### src/rtl/spigot_e_sequencer.sv
// rtl/spigot_e_sequencer.sv - Sale's spigot controller for e over external remainder RAM and shared divider
// Emits one BCD digit of e per out_valid/out_ready handshake, leading 2 first.
module spigot_e_sequencer #(
   parameter int unsigned N_CELLS  = 32,
   parameter int unsigned N_DIGITS = 30,
   parameter int unsigned ADDR_W   = 5,
   parameter int unsigned REM_W    = 6,
   parameter int unsigned DVD_W    = 9
) (
   input  logic              clk,
   input  logic              resetn,
   input  logic              ena,
   output logic [ADDR_W-1:0] ram_addr,
   output logic              ram_we,
   output logic [REM_W-1:0]  ram_wdata,
   input  logic [REM_W-1:0]  ram_rdata,
   output logic              div_start,
   output logic [DVD_W-1:0]  div_dividend,
   output logic [REM_W-1:0]  div_divisor,
   input  logic              div_done,
   input  logic [3:0]        div_quot,
   input  logic [REM_W-1:0]  div_rem,
   output logic              out_valid,
   input  logic              out_ready,
   output logic [3:0]        out_digit,
   output logic [7:0]        out_index,
   output logic              busy,
   output logic              done
);

   typedef enum logic [3:0] {
      S_INIT, S_EMIT, S_RD, S_WAIT_RD, S_DIV, S_WAIT_DIV, S_WB, S_OUT, S_DONE
   } state_t;

   localparam logic [ADDR_W-1:0] LAST_ADDR  = ADDR_W'(N_CELLS - 1);
   localparam logic [7:0]        LAST_COUNT = 8'(N_DIGITS);

   state_t             state_q;
   logic [ADDR_W-1:0]  addr_q;
   logic [3:0]         carry_q;
   logic [7:0]         count_q;
   logic [REM_W-1:0]   rdata_q;
   logic               we_q;
   logic [REM_W-1:0]   wdata_q;
   logic               start_q;
   logic [DVD_W-1:0]   dividend_q;
   logic [REM_W-1:0]   divisor_q;
   logic               valid_q;
   logic [3:0]         digit_q;
   logic [7:0]         index_q;
   logic               busy_q;
   logic               done_q;

   logic [DVD_W-1:0]   dividend_d;
   logic [REM_W-1:0]   divisor_d;
   logic [7:0]         count_d;

   always_comb begin
      dividend_d = DVD_W'(rdata_q) * DVD_W'(10) + DVD_W'(carry_q);
      divisor_d  = REM_W'(addr_q) + REM_W'(2);
      count_d    = count_q + 8'd1;
   end

   // The RAM address is the cell pointer itself, so a read is already presented
   // in RD and its data is on ram_rdata during WAIT_RD.
   always_ff @(posedge clk or negedge resetn) begin
      if (!resetn) begin
         state_q    <= S_INIT;
         addr_q     <= '0;
         carry_q    <= '0;
         count_q    <= '0;
         rdata_q    <= '0;
         we_q       <= 1'b0;
         wdata_q    <= '0;
         start_q    <= 1'b0;
         dividend_q <= '0;
         divisor_q  <= '0;
         valid_q    <= 1'b0;
         digit_q    <= '0;
         index_q    <= '0;
         busy_q     <= 1'b0;
         done_q     <= 1'b0;
      end else begin
         start_q <= 1'b0;
         case (state_q)
            S_INIT: begin
               busy_q  <= 1'b1;
               wdata_q <= REM_W'(1);
               // we_q high means the write to addr_q lands in this cycle.
               if (we_q) begin
                  if (addr_q == LAST_ADDR) begin
                     we_q      <= 1'b0;
                     valid_q   <= 1'b1;
                     digit_q   <= 4'd2;
                     index_q   <= 8'd0;
                     state_q   <= S_EMIT;
                  end else begin
                     addr_q <= addr_q + ADDR_W'(1);
                     we_q   <= ena;
                  end
               end else begin
                  we_q <= ena;
               end
            end
            S_EMIT: begin
               if (out_ready) begin
                  valid_q <= 1'b0;
                  count_q <= 8'd1;
                  addr_q  <= LAST_ADDR;
                  carry_q <= '0;
                  state_q <= S_RD;
               end
            end
            S_RD: begin
               if (ena) state_q <= S_WAIT_RD;
            end
            S_WAIT_RD: begin
               rdata_q <= ram_rdata;
               state_q <= S_DIV;
            end
            S_DIV: begin
               if (ena) begin
                  start_q    <= 1'b1;
                  dividend_q <= dividend_d;
                  divisor_q  <= divisor_d;
                  state_q    <= S_WAIT_DIV;
               end
            end
            S_WAIT_DIV: begin
               if (div_done) begin
                  carry_q <= div_quot;
                  we_q    <= 1'b1;
                  wdata_q <= div_rem;
                  state_q <= S_WB;
               end
            end
            S_WB: begin
               we_q <= 1'b0;
               if (addr_q == '0) begin
                  valid_q <= 1'b1;
                  digit_q <= carry_q;
                  index_q <= count_q;
                  state_q <= S_OUT;
               end else begin
                  addr_q  <= addr_q - ADDR_W'(1);
                  state_q <= S_RD;
               end
            end
            S_OUT: begin
               if (out_ready) begin
                  valid_q <= 1'b0;
                  count_q <= count_d;
                  if (count_d == LAST_COUNT) begin
                     busy_q  <= 1'b0;
                     done_q  <= 1'b1;
                     state_q <= S_DONE;
                  end else begin
                     addr_q  <= LAST_ADDR;
                     carry_q <= '0;
                     state_q <= S_RD;
                  end
               end
            end
            S_DONE: begin
               busy_q <= 1'b0;
               done_q <= 1'b1;
            end
            default: state_q <= S_INIT;
         endcase
      end
   end

   assign ram_addr     = addr_q;
   assign ram_we       = we_q;
   assign ram_wdata    = wdata_q;
   assign div_start    = start_q;
   assign div_dividend = dividend_q;
   assign div_divisor  = divisor_q;
   assign out_valid    = valid_q;
   assign out_digit    = digit_q;
   assign out_index    = index_q;
   assign busy         = busy_q;
   assign done         = done_q;

endmodule

### config.mk
export PLATFORM = sky130hd
export DESIGN_NAME = spigot_e_sequencer
export DESIGN_NICKNAME = d
export VERILOG_FILES = /design/src/rtl/spigot_e_sequencer.sv
export SDC_FILE = /design/constraint.sdc
export NUM_CORES = 1
export LEC_CHECK = 0
export CORE_MARGIN = 2
export CORE_UTILIZATION = 56
export DETAILED_ROUTE_END_ITERATION = 8
export GPL_ROUTABILITY_DRIVEN = 0
export PLACE_DENSITY = 0.85
export SYNTH_ARGS = -nofsm -noshare
export SYNTH_HDL_FRONTEND = slang
export SYNTH_SLANG_ARGS = --single-unit
### constraint.sdc
create_clock -name clk -period 6.1 [get_ports clk]
set_clock_uncertainty 0.1 [all_clocks]
set_input_delay 1.83 -clock clk [delete_from_list [all_inputs] [get_ports clk]]
set_output_delay 1.83 -clock clk [all_outputs]
set_load 0.01 [all_outputs]
==> flow_metrics.py <==
metrics = {
    "clocking": {
        "ctsResizeCount": 0,
        "clk_latency_ns": 0.34,
        "cts_buffers": 9,
        "root_buffer": "clkbuf_8",
        "tritoncts": "yes",
        "clk_pin_slew_ns": 0.07,
        "hold_buffers": 0,
        "clock-sinks": 65,
        "cts_setup_buffers": 0,
        "cts_max_level": 3,
        "clockBufferDepth": 2,
    },
    "critical_path": {
        "critPathTopFamily": "compound AO/OA/AOI/OAI gates",
        "rr_startpoint": "state_q[2]$_DFFE_PN0P_",
        "reg2reg_slack_ns": 3.01,
        "path_class": "input pin to flop",
        "required_ns": 6.22,
        "reg2reg_depth": 9,
        "critPathMaxFanout": 5,
        "r2r-end": "ram_addr[4]$_DFFE_PN0P_",
        "worst_setup_path_end_kind": "flop",
        "arrival_ns": 3.58,
        "cp-start-kind": "input pin",
        "critPathBufInv": 2,
        "cp_slowest_cell": "clkdlybuf4s50_1",
        "cp_cell_sequence": "clkdlybuf4s50_1, inv_1, a21oi_1, o22ai_1, a2111oi_4, mux2_1",
        "critPathMaxStageDelay_ns": 0.53,
    },
    "grt": {
        "grt_max_degree": 66,
        "grt_usage_pct": 24.87,
        "overflow": 0,
        "antenna_found_initial": 0,
        "grt_pass1_vias": 2686,
        "grt_pass1_wl_mm": 12.66,
    },
    "power": {
        "p_leak_nw": 1.895,
        "peakVddDrop_mv": 0.2948,
        "power.density_nw_per_um2": 536.8,
        "finalPower_mw": 2.325,
    },
    "timing": {
        "rsz0062_at_grt": "false",
        "worst_slew_pin_slew_ns": 0.9596,
        "period_minus_slack_ns": 3.457,
        "relSlewSlack_pct": 36.03,
        "setup_violations": 0,
        "hold_violations": 0,
        "fmax_ghz": 0.2892,
        "finalCritPeriodShare_pct": 56.68,
        "finalSetupTns_ns": 0,
        "slew_viol_final": 0,
        "layout_setup_ws_ns": 2.643,
    },
    "route": {
        "drc_errors": 0,
        "routedWlPerCell_um": 15.20,
        "finalWirelength_mm": 7.522,
        "ant_nets": 0,
        "viasPerCell": 5.604,
        "firstDrtPassIters": 4,
        "drt_iter0_drc": 186,
        "num_vias": 2774,
    },
    "logic_synthesis": {
        "netlist.area_leader.share_pct": 47.07,
        "synth-edff-count": 0,
        "yosys.area_share.adder_pct": 7.893,
        "syn_area_um2": 3456,
        "synth_compound_area_share_pct": 16.00,
        "synth.mux.area_fraction_pct": 5.069,
        "seq_area_frac_synth_pct": 47.07,
        "netlist_instances": 354,
        "ys_warn_count": 0,
        "syn_avg_cell_area_um2": 9.762,
        "synth_area_leaders": "dfrtp_1, nand2_1, ha_1",
        "synth_ff_type": "dfrtp_1",
        "synth-xor-area-share_pct": 4.815,
        "yosys.area_share.simple_pct": 15.39,
        "synth_top_family_by_area": "compound AO/OA/AOI/OAI gates",
        "yosys.area.top_type": "dfrtp_1",
        "async_flop_share_pct": 100.0,
        "ys_seq_elements": 65,
        "syn_nets": 395,
        "netlist-cell-type-count": 51,
    },
    "final_layout": {
        "fin_nets": 456,
        "areaGrowthSynthToFinish_pct": 25.34,
        "post_route_cells_drive_above_1_share_pct": 7.381,
        "n_fill_cell": 448,
        "antennaDiodeCount": 0,
    },
    "floorplan": {
        "start_util_pct": 58.03,
        "core-area_um2": 5956,
        "die_w_um": 82.56,
        "design.die.area_um2": 6815,
        "fp.dieH_um": 82.56,
        "ios": 64,
        "num_rows": 28,
    },
    "hold_path": {
        "holdPathEnd": "done$_DFFE_PN0P_",
        "min_path_cells": 1,
        "hold_class": "flop to flop",
        "min_from": "done$_DFFE_PN0P_",
    },
    "placement": {
        "dp_hpwl_mm": 5.552,
        "place_ws_ns": 2.320,
        "port_buffers": 63,
    },
    "job": {
        "cap_violations": 0,
    },
    "run_status": {
        "outcome": "finished clean",
    },
}
report_power, final:
| part | leakage (nW) | internal [mW] | total (mW) | switching [mW] |
|---|---|---|---|---|
| clock | 0.107 | 0.222 | 0.379 | 0.157 |
| combinational | 0.956 | 0.582 | 1.17 | 0.592 |
| sequential | 0.832 | 0.592 | 0.773 | 0.181 |
| total | 1.89 | 1.40 | 2.33 | 0.929 |
worst max path at each step:
stage | startpoint | end | cells after the start
6_report | ena | state_q[0]$_DFFE_PN0P_ | 6
5_1_grt | ena | div_divisor[0]$_DFFE_PN0P_ | 3
4_1_cts | ena | state_q[0]$_DFFE_PN0P_ | 6
3_5_place_dp | ena | state_q[0]$_DFFE_PN0P_ | 6
3_3_place_gp | ena | div_divisor[0]$_DFFE_PN0P_ | 3
2_1_floorplan | ena | state_q[0]$_DFFE_PN0P_ | 5
per-stage QoR:
stage / utilization (%) / cells / cell area [um2] / hold slack (ns)
after floorplan: - / 354 / 3456 / 0.3944
after global placement: 69.24 / 479 / 4124 / 0.3581
after detailed placement: 69.24 / 479 / 4124 / 0.3578
after CTS: 72.73 / 495 / 4332 / 0.3788
after global routing: 72.73 / 495 / 4332 / 0.4014
final: 72.73 / 495 / 4332 / 0.3755
per-layer routing:
metal  up-vias  share of wire, %  GRT usage [%]
li1       1353                 -              -
met1      1313                45          32.72
met2        92                48          39.27
met3        16               4.9          5.978
met4         0               2.3          10.82
met5         -                 0              0
logic make-up (layout without fill, tap and decap cells):
| family | count (synthesis) | count (layout) |
|---|---|---|
| simple gates | 118 | 118 |
| mux | 16 | 16 |
| buf+inv | 32 | 98 |
| compound gates | 84 | 84 |
| flops | 65 | 65 |
| fa+ha+maj | 20 | 20 |
| xor+xnor | 19 | 19 |
placed cells by master, fill, tap and decap left out, types with 2 or more instances in the layout:
master | netlist | routed
fa_1 | 3 | 3
buf_4 | 1 | 2
nor2b_1 | 3 | 3
nand2b_1 | 3 | 3
nor4_1 | 2 | 2
nor3_2 | 2 | 2
nand2_1 | 71 | 71
nor2_1 | 13 | 13
nand3b_1 | 2 | 2
a21boi_1 | 2 | 2
o22ai_1 | 2 | 2
ha_1 | 17 | 17
clkbuf_8 | 0 | 12
dfrtp_1 | 65 | 65
a21oi_1 | 15 | 15
nand3_1 | 8 | 8
o21ai_0 | 16 | 16
nor3_1 | 3 | 3
or2_1 | 2 | 2
and3_1 | 2 | 2
xor2_1 | 8 | 8
mux2i_1 | 4 | 4
mux2_2 | 6 | 6
mux2_1 | 6 | 6
o31ai_1 | 7 | 7
clkbuf_1 | 9 | 2
o21ai_1 | 22 | 22
inv_1 | 16 | 16
clkdlybuf4s50_1 | 0 | 62
xnor2_1 | 11 | 11
and2_1 | 3 | 3
a21o_1 | 5 | 5
Yosys cell counts, types with 2 or more instances:
| master | number |
|---|---|
| nand2_1 | 71 |
| dfrtp_1 | 65 |
| o21ai_1 | 22 |
| ha_1 | 17 |
| inv_1 | 16 |
| o21ai_0 | 16 |
| a21oi_1 | 15 |
| nor2_1 | 13 |
| xnor2_1 | 11 |
| clkbuf_1 | 9 |
| nand3_1 | 8 |
| xor2_1 | 8 |
| o31ai_1 | 7 |
| mux2_1 | 6 |
| mux2_2 | 6 |
| a21o_1 | 5 |
| buf_2 | 5 |
| mux2i_1 | 4 |
| and2_1 | 3 |
| fa_1 | 3 |
| nand2b_1 | 3 |
| nor2b_1 | 3 |
| nor3_1 | 3 |
| a21boi_1 | 2 |
| and3_1 | 2 |
| nand3b_1 | 2 |
| nor3_2 | 2 |
| nor4_1 | 2 |
| o22ai_1 | 2 |
| or2_1 | 2 |
final cells by class:
| class | count | area, um2 | share of cell area [%] |
|---|---|---|---|
| clock buffer | 14 | 172.7 | 3.986 |
| clock inverter | 2 | 35.03 | 0.8088 |
| sequential | 65 | 1627 | 37.55 |
| timing repair buffer | 65 | 640.6 | 14.79 |
| multi-input combinational | 257 | 1699 | 39.23 |
| inverter | 17 | 63.81 | 1.473 |
| tap | 75 | 93.84 | 2.166 |
worst reg2reg max path: cells and delay by family (launching register included):
family / cells / cell delay, ns
adders and majority gates: 1 / 0.32
buffers and inverters: 1 / 0.33
xor gates and xnor gates: 1 / 0.16
AOI/OAI and AO/OA: 2 / 0.37
and+or+nand+nor: 3 / 0.81
DFF: 1 / 0.57
muxes: 1 / 0.30
flip-flops by register name, indices dropped and copies added, names as in the netlist, 5 cells and up:
| register | count |
|---|---|
| rdata_q | 6 |
| count_q | 8 |
| ram_addr | 5 |
| ram_wdata | 6 |
| div_divisor | 6 |
| div_dividend | 9 |
| out_index | 8 |
No activity file was read; power rests on OpenSTA's default activity.
